### src/rtl/rib_arbiter.sv
// Six-master bus arbiter: JTAG > data > fetch class priority, round-robin
// between the two cores inside a class, and burst locking for the current owner.
module rib_arbiter #(
    parameter int BURST_MAX = 4
) (
    input  logic       clk,
    input  logic       rst,
    input  logic [5:0] req_i,
    output logic [5:0] gnt_o,
    output logic [2:0] gnt_idx_o,
    output logic       gnt_valid_o,
    output logic       hold_flag_o_0,
    output logic       hold_flag_o_1
);

    localparam logic [2:0] IDX_NONE = 3'd7;
    localparam logic [3:0] CNT_LAST = 4'(BURST_MAX - 1);

    localparam logic [1:0] CLS_FETCH = 2'd0;
    localparam logic [1:0] CLS_DATA  = 2'd1;
    localparam logic [1:0] CLS_JTAG  = 2'd2;
    localparam logic [1:0] CLS_NONE  = 2'd3;

    logic [2:0] owner;
    logic [3:0] burst_cnt;
    logic       ptr_jtag;
    logic       ptr_data;
    logic       ptr_fetch;

    logic [5:0] owner_mask;
    logic [5:0] req_others;
    logic       owner_req;
    logic       higher_req;
    logic       lock;
    logic       expired;
    logic [2:0] grant_idx;

    function automatic logic [1:0] class_of(input logic [2:0] idx);
        case (idx)
            3'd2, 3'd5: class_of = CLS_JTAG;
            3'd0, 3'd3: class_of = CLS_DATA;
            3'd1, 3'd4: class_of = CLS_FETCH;
            default:    class_of = CLS_NONE;
        endcase
    endfunction

    // A set pointer means core1 was served last, so core0's member wins the tie.
    function automatic logic [2:0] pick_pair(input logic r_c0, input logic r_c1,
                                             input logic ptr,
                                             input logic [2:0] idx_c0,
                                             input logic [2:0] idx_c1);
        if (r_c0 && r_c1)
            pick_pair = ptr ? idx_c0 : idx_c1;
        else if (r_c0)
            pick_pair = idx_c0;
        else
            pick_pair = idx_c1;
    endfunction

    function automatic logic [2:0] pick(input logic [5:0] r, input logic pj,
                                        input logic pd, input logic pf);
        if (r[2] || r[5])
            pick = pick_pair(r[2], r[5], pj, 3'd2, 3'd5);
        else if (r[0] || r[3])
            pick = pick_pair(r[0], r[3], pd, 3'd0, 3'd3);
        else if (r[1] || r[4])
            pick = pick_pair(r[1], r[4], pf, 3'd1, 3'd4);
        else
            pick = IDX_NONE;
    endfunction

    function automatic logic [3:0] sat_inc(input logic [3:0] c);
        if (c >= CNT_LAST)
            sat_inc = CNT_LAST;
        else
            sat_inc = c + 4'd1;
    endfunction

    always_comb begin
        owner_mask = (owner < 3'd6) ? (6'd1 << owner) : 6'd0;
        owner_req  = |(req_i & owner_mask);
        req_others = req_i & ~owner_mask;

        higher_req = 1'b0;
        case (class_of(owner))
            CLS_DATA:  higher_req = req_i[2] | req_i[5];
            CLS_FETCH: higher_req = req_i[2] | req_i[5] | req_i[0] | req_i[3];
            default:   higher_req = 1'b0;
        endcase

        lock    = owner_req && !higher_req && (burst_cnt < CNT_LAST);
        expired = owner_req && (burst_cnt >= CNT_LAST);

        // An expired owner yields to anyone else; alone, it simply wins fresh arbitration.
        if (lock)
            grant_idx = owner;
        else if (expired && (|req_others))
            grant_idx = pick(req_others, ptr_jtag, ptr_data, ptr_fetch);
        else
            grant_idx = pick(req_i, ptr_jtag, ptr_data, ptr_fetch);
    end

    always_comb begin
        gnt_idx_o     = rst ? IDX_NONE : grant_idx;
        gnt_valid_o   = (gnt_idx_o != IDX_NONE);
        gnt_o         = gnt_valid_o ? (6'd1 << gnt_idx_o) : 6'd0;
        // JTAG traffic on a core's side stalls that core as well.
        hold_flag_o_0 = !rst && (req_i[0] | req_i[1] | req_i[2]) && !(gnt_o[0] | gnt_o[1]);
        hold_flag_o_1 = !rst && (req_i[3] | req_i[4] | req_i[5]) && !(gnt_o[3] | gnt_o[4]);
    end

    always_ff @(posedge clk) begin
        if (rst) begin
            owner     <= IDX_NONE;
            burst_cnt <= 4'd0;
            ptr_jtag  <= 1'b1;
            ptr_data  <= 1'b1;
            ptr_fetch <= 1'b1;
        end else begin
            owner     <= grant_idx;
            burst_cnt <= lock ? sat_inc(burst_cnt) : 4'd0;
            case (class_of(grant_idx))
                CLS_JTAG:  ptr_jtag  <= (grant_idx >= 3'd3);
                CLS_DATA:  ptr_data  <= (grant_idx >= 3'd3);
                CLS_FETCH: ptr_fetch <= (grant_idx >= 3'd3);
                default:   ;
            endcase
        end
    end

endmodule

### config.mk
export PLATFORM = sky130hd
export DESIGN_NAME = rib_arbiter
export DESIGN_NICKNAME = d
export VERILOG_FILES = /design/src/rtl/rib_arbiter.sv
export SDC_FILE = /design/constraint.sdc
export NUM_CORES = 1
export LEC_CHECK = 0
export ABC_AREA = 1
export CORE_MARGIN = 2
export CORE_UTILIZATION = 51
export CTS_BUF_LIST = sky130_fd_sc_hd__clkbuf_4 sky130_fd_sc_hd__clkbuf_8 sky130_fd_sc_hd__clkbuf_16
export CTS_CLUSTER_DIAMETER = 40
export CTS_CLUSTER_SIZE = 30
export DETAILED_ROUTE_END_ITERATION = 10
export PLACE_DENSITY = 0.76
export SKIP_CTS_REPAIR_TIMING = 1
export SLEW_MARGIN = 10
export SYNTH_ARGS = -nofsm -noshare
export SYNTH_HDL_FRONTEND = slang
export SYNTH_SLANG_ARGS = --single-unit
### constraint.sdc
create_clock -name clk -period 3.2 [get_ports clk]
set_clock_uncertainty 0.2 [all_clocks]
set_input_delay 0.64 -clock clk [delete_from_list [all_inputs] [get_ports clk]]
set_output_delay 0.64 -clock clk [all_outputs]
set_load 0.01 [all_outputs]
==> results of run 1 <==
-- flip-flops by register name (all words and copies together) (netlist names) --
signal and count:
owner 3, burst_cnt 4, ptr_fetch 1, ptr_data 1, ptr_jtag 1
-- critical path, stage by stage --
cell                             delay (ns)
sky130_fd_sc_hd__dlymetal6s2s_1        0.22
sky130_fd_sc_hd__nand3_1               0.14
sky130_fd_sc_hd__nand2_1               0.08
sky130_fd_sc_hd__inv_1                 0.05
sky130_fd_sc_hd__nand2_2               0.11
sky130_fd_sc_hd__nand3_4               0.14
sky130_fd_sc_hd__nor2_2                0.11
sky130_fd_sc_hd__nand2_1               0.09
sky130_fd_sc_hd__nand2_2               0.10
sky130_fd_sc_hd__nand2_2               0.07
sky130_fd_sc_hd__nand2_1               0.09
sky130_fd_sc_hd__nand2_1               0.09
sky130_fd_sc_hd__nor3_2                0.19
sky130_fd_sc_hd__buf_2                 0.15
-- metal layers --
| metal | global-route usage (%) | vias to the layer above | routed length, um |
|---|---|---|---|
| li1 | - | 626 | - |
| met1 | 31.3 | 602 | 1280 |
| met2 | 54.1 | 64 | 1750 |
| met3 | 2.76 | 13 | 173 |
| met4 | 9.05 | 0 | 74 |
| met5 | 0 | - | 0 |
-- kinds of logic after synthesis --
logic type	synth area share, %
buf+inv	11.2
simple gates	55.2
other cells	0.362
compound gates	12.7
fa+ha+maj	1.21
flops	19.3
-- synthesized netlist by cell type (2+ instances only) --
library cell	number
sky130_fd_sc_hd__nor2_2	8
sky130_fd_sc_hd__a21oi_1	6
sky130_fd_sc_hd__o21ai_1	2
sky130_fd_sc_hd__nand3_2	5
sky130_fd_sc_hd__buf_6	2
sky130_fd_sc_hd__inv_1	20
sky130_fd_sc_hd__nand2_1	39
sky130_fd_sc_hd__nor3_1	3
sky130_fd_sc_hd__a21boi_0	2
sky130_fd_sc_hd__nand4_1	3
sky130_fd_sc_hd__nor2_1	15
sky130_fd_sc_hd__nand3_1	17
sky130_fd_sc_hd__nor2_4	3
sky130_fd_sc_hd__dfxtp_1	10
sky130_fd_sc_hd__o21bai_1	2
sky130_fd_sc_hd__nand2_2	8
sky130_fd_sc_hd__o21ai_0	3
sky130_fd_sc_hd__inv_2	5
-- power groups by stage --
| stage | clock [uW] | combinational [uW] | sequential (uW) |
|---|---|---|---|
| finish | 110 | 568 | 190 |
| global placement | 0 | 533 | 184 |
| floorplan | 0 | 338 | 168 |
| detailed placement | 0 | 546 | 183 |
| CTS | 113 | 555 | 180 |
| global route | 117 | 619 | 193 |
-- per-stage QoR --
step	TNS (ns)	power, uW	instances	hold slack (ns)	area (um^2)
final	0	868	238	0.219	1490
after global routing	-0.211	929	238	0.234	1490
after global placement	-6.78	717	234	0.206	1420
after detailed placement	-7.15	729	234	0.213	1420
after floorplan	0	506	166	0.197	1040
after CTS	-7.36	847	238	0.222	1460
-- area by class of cell --
class / count / area share, %
multi-input cells: 129 / 51.8
inverters: 25 / 6.28
clock buffers: 4 / 2.43
well taps: 27 / 2.26
repair buffers: 43 / 23.3
flip-flops and latches: 10 / 14.0
-- final timing paths --
kind | startpoint | to | slack, ns | cells after the start
setup / recovery | req_i[0] | hold_flag_o_1 | 0.09 | 14
hold / removal | burst_cnt[0]$_SDFF_PP0_ | burst_cnt[0]$_SDFF_PP0_ | 0.22 | 1
setup reg to reg | owner[0]$_DFF_P_ | ptr_fetch$_SDFFE_PP1N_ | 0.82 | 19
hold reg to reg | burst_cnt[0]$_SDFF_PP0_ | burst_cnt[0]$_SDFF_PP0_ | 0.22 | 1
==> report_table.html, run 1 <==
<table>
<tr><th>Metric</th><th>Value</th></tr>
<tr><th colspan="2">Run status</th></tr>
<tr><td>Status</td><td>completed</td></tr>
<tr><th colspan="2">Synth</th></tr>
<tr><td>Warnings, synthesis</td><td>0</td></tr>
<tr><td>Number of library cell types mapped by synthesis</td><td>30</td></tr>
<tr><td>Post-synthesis sequential element count</td><td>10</td></tr>
<tr><td>Library cell occupying the most area in the post-synthesis netlist</td><td>sky130_fd_sc_hd__dfxtp_1</td></tr>
<tr><td>Synth top area cells</td><td>sky130_fd_sc_hd__dfxtp_1 (19%), sky130_fd_sc_hd__nand2_1 (14%), sky130_fd_sc_hd__nand3_1 (8.2%), sky130_fd_sc_hd__inv_1 (7.2%), sky130_fd_sc_hd__nor2_1 (5.4%)</td></tr>
<tr><td>FFs w/ async S/R, synth</td><td>0%</td></tr>
<tr><td>Synthesized instance count</td><td>165</td></tr>
<tr><td>Post-synthesis cell area</td><td>0.00104 mm^2</td></tr>
<tr><td>Most used flip-flop cell after synthesis</td><td>sky130_fd_sc_hd__dfxtp_1</td></tr>
<tr><td>Portion of the post-synthesis area used by sequential elements</td><td>about a fifth</td></tr>
<tr><td>Mean area per synthesized cell</td><td>between 6 and 7 um^2</td></tr>
<tr><td>Top cell type's share of synthesized area</td><td>~19%</td></tr>
<tr><td>Post-synth EDFFs</td><td>0</td></tr>
<tr><th colspan="2">Placement</th></tr>
<tr><td>Worst slack at placement</td><td>-0.746 ns</td></tr>
<tr><td>RD Place Congestion</td><td>slightly below 1</td></tr>
<tr><td>Estimated wirelength of the detail-placed design</td><td>~2.5 mm</td></tr>
<tr><td>Buffers on Ports</td><td>19</td></tr>
<tr><th colspan="2">Die</th></tr>
<tr><td>Num rows</td><td>16</td></tr>
<tr><td>Core Box Area</td><td>just under 0.002 mm^2</td></tr>
<tr><td>Initial standard-cell utilization of the core</td><td>a little over half</td></tr>
<tr><td>Width of the chip</td><td>just under 50 um</td></tr>
<tr><td>Count of pins on the block boundary</td><td>20</td></tr>
<tr><td>Vert. Die Dim</td><td>between 40 and 50 um</td></tr>
<tr><td>Area enclosed by the die boundary</td><td>0.00241 mm^2</td></tr>
<tr><th colspan="2">Cells and area</th></tr>
<tr><td>Area growth from synthesis to final layout</td><td>44.0%</td></tr>
<tr><td>Area occupied by multi-input gates</td><td>773 um^2</td></tr>
<tr><td>Fill cells</td><td>around 160</td></tr>
<tr><td>Commonest non-fill, non-tap cells in the layout</td><td>sky130_fd_sc_hd__nand2_1 (36), sky130_fd_sc_hd__buf_4 (24), sky130_fd_sc_hd__inv_1 (20)</td></tr>
<tr><td>Nets@finish</td><td>about 220</td></tr>
<tr><td>Fraction of final layout cells with drive strength greater than 1</td><td>between 30% and 40%</td></tr>
<tr><td>Antenna fix cells</td><td>0</td></tr>
<tr><td>Util after Layout</td><td>about three quarters</td></tr>
<tr><td>Combined flip-flop and latch cell area</td><td>209 um^2</td></tr>
<tr><td>Most frequent standard cell in the layout excluding fill and tap cells</td><td>sky130_fd_sc_hd__nand2_1</td></tr>
<tr><th colspan="2">STA</th></tr>
<tr><td>Fmax</td><td>between 300 and 400 MHz</td></tr>
<tr><td>Min Clock Period, post-route</td><td>between 3 and 4 ns</td></tr>
<tr><td>Number of hold-slack violations in the final timing report</td><td>0</td></tr>
<tr><td>Final-report max-slew violation count</td><td>0</td></tr>
<tr><td>Count of endpoints failing setup in the final report</td><td>0</td></tr>
<tr><td>RSZ-0062 raised after global routing</td><td>true</td></tr>
<tr><td>Post-route setup slack</td><td>0.0910 ns</td></tr>
<tr><td>Post-route clock period utilization</td><td>a little over nine tenths</td></tr>
<tr><th colspan="2">CTS</th></tr>
<tr><td>Clock root buffer</td><td>sky130_fd_sc_hd__clkbuf_4</td></tr>
<tr><td>Clock tree from TritonCTS</td><td>done</td></tr>
<tr><td>Buffer levels on the longest clock path</td><td>2</td></tr>
<tr><td>Maximum level of the CTS H-tree</td><td>1</td></tr>
<tr><td>TritonCTS buffer count</td><td>3</td></tr>
<tr><td>Clock slew seen by the registers of the worst setup and hold paths</td><td>~0.060 ns</td></tr>
<tr><td>Clock latency on the worst-skew pair</td><td>roughly 0.26 ns</td></tr>
<tr><td>Sinks on Clock Net</td><td>10</td></tr>
<tr><th colspan="2">Global routing</th></tr>
<tr><td>Initial antenna violation count</td><td>0</td></tr>
<tr><td>Maximum number of pins on one net before global-route repair</td><td>9</td></tr>
<tr><td>Number of global-route vias before repair</td><td>roughly 1.2k</td></tr>
<tr><td>First-pass GRT wire length</td><td>between 5 and 6 mm</td></tr>
<tr><td>GRT overflow</td><td>0</td></tr>
<tr><td>GRT Overall Usage</td><td>between 20% and 30%</td></tr>
<tr><th colspan="2">Setup path</th></tr>
<tr><td>Largest fanout of any net on the critical path</td><td>6</td></tr>
<tr><td>Critical path data required time</td><td>2.36 ns</td></tr>
<tr><td>Nature of the critical path startpoint</td><td>input port</td></tr>
<tr><td>Worst Setup End Kind</td><td>output port</td></tr>
<tr><td>Worst Path Class, Setup</td><td>in -&gt; out</td></tr>
<tr><td>Worst EP arrival</td><td>2.27 ns</td></tr>
<tr><th colspan="2">Power</th></tr>
<tr><td>Sequential cell fraction of total power</td><td>between 20% and 30%</td></tr>
<tr><td>Comb power frac</td><td>~65%</td></tr>
<tr><td>Internal cell power</td><td>between 400 and 500 uW</td></tr>
<tr><td>Peak VDD IR</td><td>approximately 0.42 mV</td></tr>
<tr><td>Switch share</td><td>approximately 47%</td></tr>
<tr><td>Pwr Density</td><td>581 mW/mm^2</td></tr>
<tr><td>Clock power frac</td><td>12.7%</td></tr>
<tr><td>Cell leakage power</td><td>between 0.0008 and 0.0009 uW</td></tr>
<tr><td>Switching pwr</td><td>407 uW</td></tr>
<tr><th colspan="2">Detailed routing</th></tr>
<tr><td>Total Wirelength</td><td>approximately 3.3 mm</td></tr>
<tr><td>Iteration-0 DRC Markers</td><td>30</td></tr>
<tr><td>Vias after detailed routing</td><td>approximately 1.3k</td></tr>
<tr><td>Count of nets left with antenna violations after detail routing</td><td>0</td></tr>
<tr><td>DRC Markers</td><td>0</td></tr>
<tr><td>Count of TritonRoute iterations in the first routing pass</td><td>4</td></tr>
<tr><td>Via count normalized by instance count</td><td>about 5.5</td></tr>
<tr><td>Average routed wire per standard cell</td><td>about 14 um</td></tr>
<tr><th colspan="2">Run</th></tr>
<tr><td>Max Cap Viol</td><td>0</td></tr>
<tr><th colspan="2">Hold path</th></tr>
<tr><td>Class of the worst hold path</td><td>reg -&gt; reg</td></tr>
</table>
(Power assumes the default switching activity.)
==> run 2, diff against run 1 <==
--- a/config.mk
+++ b/config.mk
@@ -13,8 +13,9 @@
 export CTS_CLUSTER_SIZE = 30
 export DETAILED_ROUTE_END_ITERATION = 10
 export PLACE_DENSITY = 0.76
+export SETUP_SLACK_MARGIN = 0.4
 export SKIP_CTS_REPAIR_TIMING = 1
-export SLEW_MARGIN = 10
+export SLEW_MARGIN = 20
 export SYNTH_ARGS = -nofsm -noshare
 export SYNTH_HDL_FRONTEND = slang
 export SYNTH_SLANG_ARGS = --single-unit
==> report_table.html, run 2 (same netlist as run 1, synthesis figures left out) <==
<table>
<tr><th>Metric</th><th>Value</th></tr>
<tr><th colspan="2">Global routing</th></tr>
<tr><td>Initial antenna violation count</td><td>0</td></tr>
<tr><td>Maximum number of pins on one net before global-route repair</td><td>9</td></tr>
<tr><td>GRT overflow</td><td>0</td></tr>
<tr><td>Number of global-route vias before repair</td><td>1241</td></tr>
<tr><td>First-pass GRT wire length</td><td>5.33 mm</td></tr>
<tr><td>GRT Overall Usage</td><td>between 20% and 30%</td></tr>
<tr><th colspan="2">Setup path</th></tr>
<tr><td>Critical Path Most Common Cell</td><td>sky130_fd_sc_hd__nand2_2</td></tr>
<tr><td>Crit path largest cell delay</td><td>approximately 0.19 ns</td></tr>
<tr><td>Slowest stage cell, crit path</td><td>sky130_fd_sc_hd__nor2_2</td></tr>
<tr><td>Worst r2r path cells</td><td>16</td></tr>
<tr><td>Worst EP arrival</td><td>roughly 2.3 ns</td></tr>
<tr><td>Nature of the critical path startpoint</td><td>input port</td></tr>
<tr><td>Cell chain of the critical path</td><td>clkbuf_2 -&gt; nand3_1 -&gt; nand2_1 -&gt; nor2_1 -&gt; nand2_2 -&gt; nand3_4 -&gt; nand2_2 -&gt; nand2_2 -&gt; nor2_2 -&gt; nor2_2 -&gt; nand2_2 -&gt; nor2_4 -&gt; nor3_2 -&gt; buf_2</td></tr>
<tr><td>Largest fanout of any net on the critical path</td><td>6</td></tr>
<tr><td>Origin of the critical flop-to-flop path</td><td>owner[0]$_DFF_P_</td></tr>
<tr><td>Worst reg-to-reg setup slack</td><td>0.85 ns</td></tr>
<tr><td>Worst Path Class, Setup</td><td>in -&gt; out</td></tr>
<tr><td>Worst Setup End Kind</td><td>output port</td></tr>
<tr><td>Worst r2r dst</td><td>ptr_fetch$_SDFFE_PP1N_</td></tr>
<tr><td>Critical path data required time</td><td>2.36 ns</td></tr>
<tr><th colspan="2">Power</th></tr>
<tr><td>Cell leakage power</td><td>roughly 0.0008 uW</td></tr>
<tr><td>Pwr Density</td><td>about 580 mW/mm^2</td></tr>
<tr><td>Peak VDD IR</td><td>0.455 mV</td></tr>
<tr><th colspan="2">STA</th></tr>
<tr><td>Post-route setup slack</td><td>between 0.1 and 0.15 ns</td></tr>
<tr><td>Post-route clock period utilization</td><td>roughly 97%</td></tr>
<tr><td>Min Clock Period, post-route</td><td>3.09 ns</td></tr>
<tr><td>Number of hold-slack violations in the final timing report</td><td>0</td></tr>
<tr><td>Count of endpoints failing setup in the final report</td><td>0</td></tr>
<tr><td>Fmax</td><td>approximately 320 MHz</td></tr>
<tr><td>Final-report max-slew violation count</td><td>0</td></tr>
<tr><td>RSZ-0062 raised after global routing</td><td>true</td></tr>
<tr><th colspan="2">Hold path</th></tr>
<tr><td>Startpoint of the tightest hold check path</td><td>burst_cnt[0]$_SDFF_PP0_</td></tr>
<tr><td>Worst Hold Path EP</td><td>burst_cnt[0]$_SDFF_PP0_</td></tr>
<tr><td>Class of the worst hold path</td><td>reg -&gt; reg</td></tr>
<tr><td>Worst hold path stage count</td><td>1</td></tr>
<tr><th colspan="2">Cells and area</th></tr>
<tr><td>Flip-flop count of the largest register, all copies and words added</td><td>4</td></tr>
<tr><td>Top Registers</td><td>burst_cnt: 4 flops, owner: 3 flops</td></tr>
<tr><td>Commonest non-fill, non-tap cells in the layout</td><td>sky130_fd_sc_hd__buf_4 (27), sky130_fd_sc_hd__nand2_1 (26), sky130_fd_sc_hd__inv_1 (19)</td></tr>
<tr><td>Area growth from synthesis to final layout</td><td>53.3%</td></tr>
<tr><td>Util after Layout</td><td>between 80% and 90%</td></tr>
<tr><td>Register with the most flip-flops</td><td>burst_cnt</td></tr>
<tr><td>Antenna fix cells</td><td>0</td></tr>
<tr><td>Final Instance Count excl. Fillers</td><td>241</td></tr>
<tr><td>Most frequent standard cell in the layout excluding fill and tap cells</td><td>sky130_fd_sc_hd__buf_4</td></tr>
<tr><td>Fraction of final layout cells with drive strength greater than 1</td><td>53.7%</td></tr>
<tr><td>Nets@finish</td><td>224</td></tr>
<tr><th colspan="2">Placement</th></tr>
<tr><td>RD Place Congestion</td><td>a little under 1</td></tr>
<tr><td>Worst slack at placement</td><td>-0.746 ns</td></tr>
<tr><td>Total instance count after detailed placement</td><td>about 230</td></tr>
<tr><td>Buffers on Ports</td><td>19</td></tr>
<tr><td>Estimated wirelength of the detail-placed design</td><td>between 2 and 3 mm</td></tr>
<tr><th colspan="2">Die</th></tr>
<tr><td>Num rows</td><td>16</td></tr>
<tr><td>Core Box Area</td><td>between 0.0015 and 0.002 mm^2</td></tr>
<tr><td>Vert. Die Dim</td><td>~49 um</td></tr>
<tr><td>Area enclosed by the die boundary</td><td>0.00241 mm^2</td></tr>
<tr><td>Width of the chip</td><td>49.1 um</td></tr>
<tr><td>Count of pins on the block boundary</td><td>20</td></tr>
<tr><td>Initial standard-cell utilization of the core</td><td>between 50% and 60%</td></tr>
<tr><th colspan="2">CTS</th></tr>
<tr><td>Maximum level of the CTS H-tree</td><td>1</td></tr>
<tr><td>Clock root buffer</td><td>sky130_fd_sc_hd__clkbuf_4</td></tr>
<tr><td>Buffer levels on the longest clock path</td><td>2</td></tr>
<tr><td>TritonCTS buffer count</td><td>3</td></tr>
<tr><td>Clock latency on the worst-skew pair</td><td>0.26 ns</td></tr>
<tr><td>Clock slew seen by the registers of the worst setup and hold paths</td><td>about 0.06 ns</td></tr>
<tr><td>Clock tree from TritonCTS</td><td>done</td></tr>
<tr><td>Sinks on Clock Net</td><td>10</td></tr>
<tr><th colspan="2">Run</th></tr>
<tr><td>Max Cap Viol</td><td>0</td></tr>
<tr><th colspan="2">Detailed routing</th></tr>
<tr><td>Average routed wire per standard cell</td><td>15.2 um</td></tr>
<tr><td>Via count normalized by instance count</td><td>approximately 5.7</td></tr>
<tr><td>Count of nets left with antenna violations after detail routing</td><td>0</td></tr>
<tr><td>DRC Markers</td><td>0</td></tr>
<tr><td>Iteration-0 DRC Markers</td><td>40</td></tr>
<tr><td>Vias after detailed routing</td><td>approximately 1.4k</td></tr>
<tr><td>Total Wirelength</td><td>approximately 3.7 mm</td></tr>
<tr><td>Count of TritonRoute iterations in the first routing pass</td><td>4</td></tr>
<tr><th colspan="2">Run status</th></tr>
<tr><td>Status</td><td>completed</td></tr>
</table>
==> run 2: changes by cell type in the layout (fill, tap and decap cells not counted), moves of 4 or more <==
cell / previous run / this run
sky130_fd_sc_hd__nand2_1: 36 / 26
sky130_fd_sc_hd__nand2_2: 10 / 17
sky130_fd_sc_hd__nor2_4: 6 / 10
sky130_fd_sc_hd__nor2_1: 11 / 7
sky130_fd_sc_hd__dlymetal6s2s_1: 9 / 3
==> run 2: final cells by class <==
cell class	count	area [um^2]
clock buffers	4	36.3
fillers	137	352
inverters	25	96.3
multi-input cells	129	875
flip-flops and latches	10	211
well taps	27	33.8
repair buffers	46	338
==> run 2: worst max-delay path by stage <==
| stage | from | to | slack, ns |
|---|---|---|---|
| floorplan | req_i[5] | gnt_o[0] | 0.49 |
| global placement | req_i[5] | hold_flag_o_1 | -0.67 |
| detailed placement | req_i[5] | hold_flag_o_1 | -0.75 |
| CTS | req_i[5] | hold_flag_o_1 | -0.77 |
| global route | owner[1]$_DFF_P_ | hold_flag_o_1 | -0.04 |
| finish | req_i[4] | hold_flag_o_1 | 0.11 |
==> run 2: metal layers <==
layer  vias up  wire length [um]  track usage, %
met5         -                 0               0
met4         0               127            9.05
met3        16               241            2.76
met2        75              1920            54.1
met1       639              1380            31.3
li1        635                 -               -
==> run 2: where the power goes <==
group | leakage [uW] | internal (uW) | switching (uW)
clock | 0.0000210 | 69.0 | 41.7
sequential | 0.0000833 | 156 | 41.2
combinational | 0.000711 | 254 | 369
==> run 2: worst max-delay path: cells and delay by family <==
family,cells,cell delay [ns]
buf+inv,2,0.29
simple gates,12,1.33
==> run 2: metrics by stage <==
step	power [uW]	setup TNS (ns)	area [um^2]	hold WS [ns]
after floorplan	506	0	1040	0.197
after global placement	717	-6.78	1420	0.206
after detailed placement	729	-7.15	1420	0.213
after CTS	847	-7.36	1460	0.222
after global routing	991	-0.0562	1590	0.235
final	930	0	1590	0.221
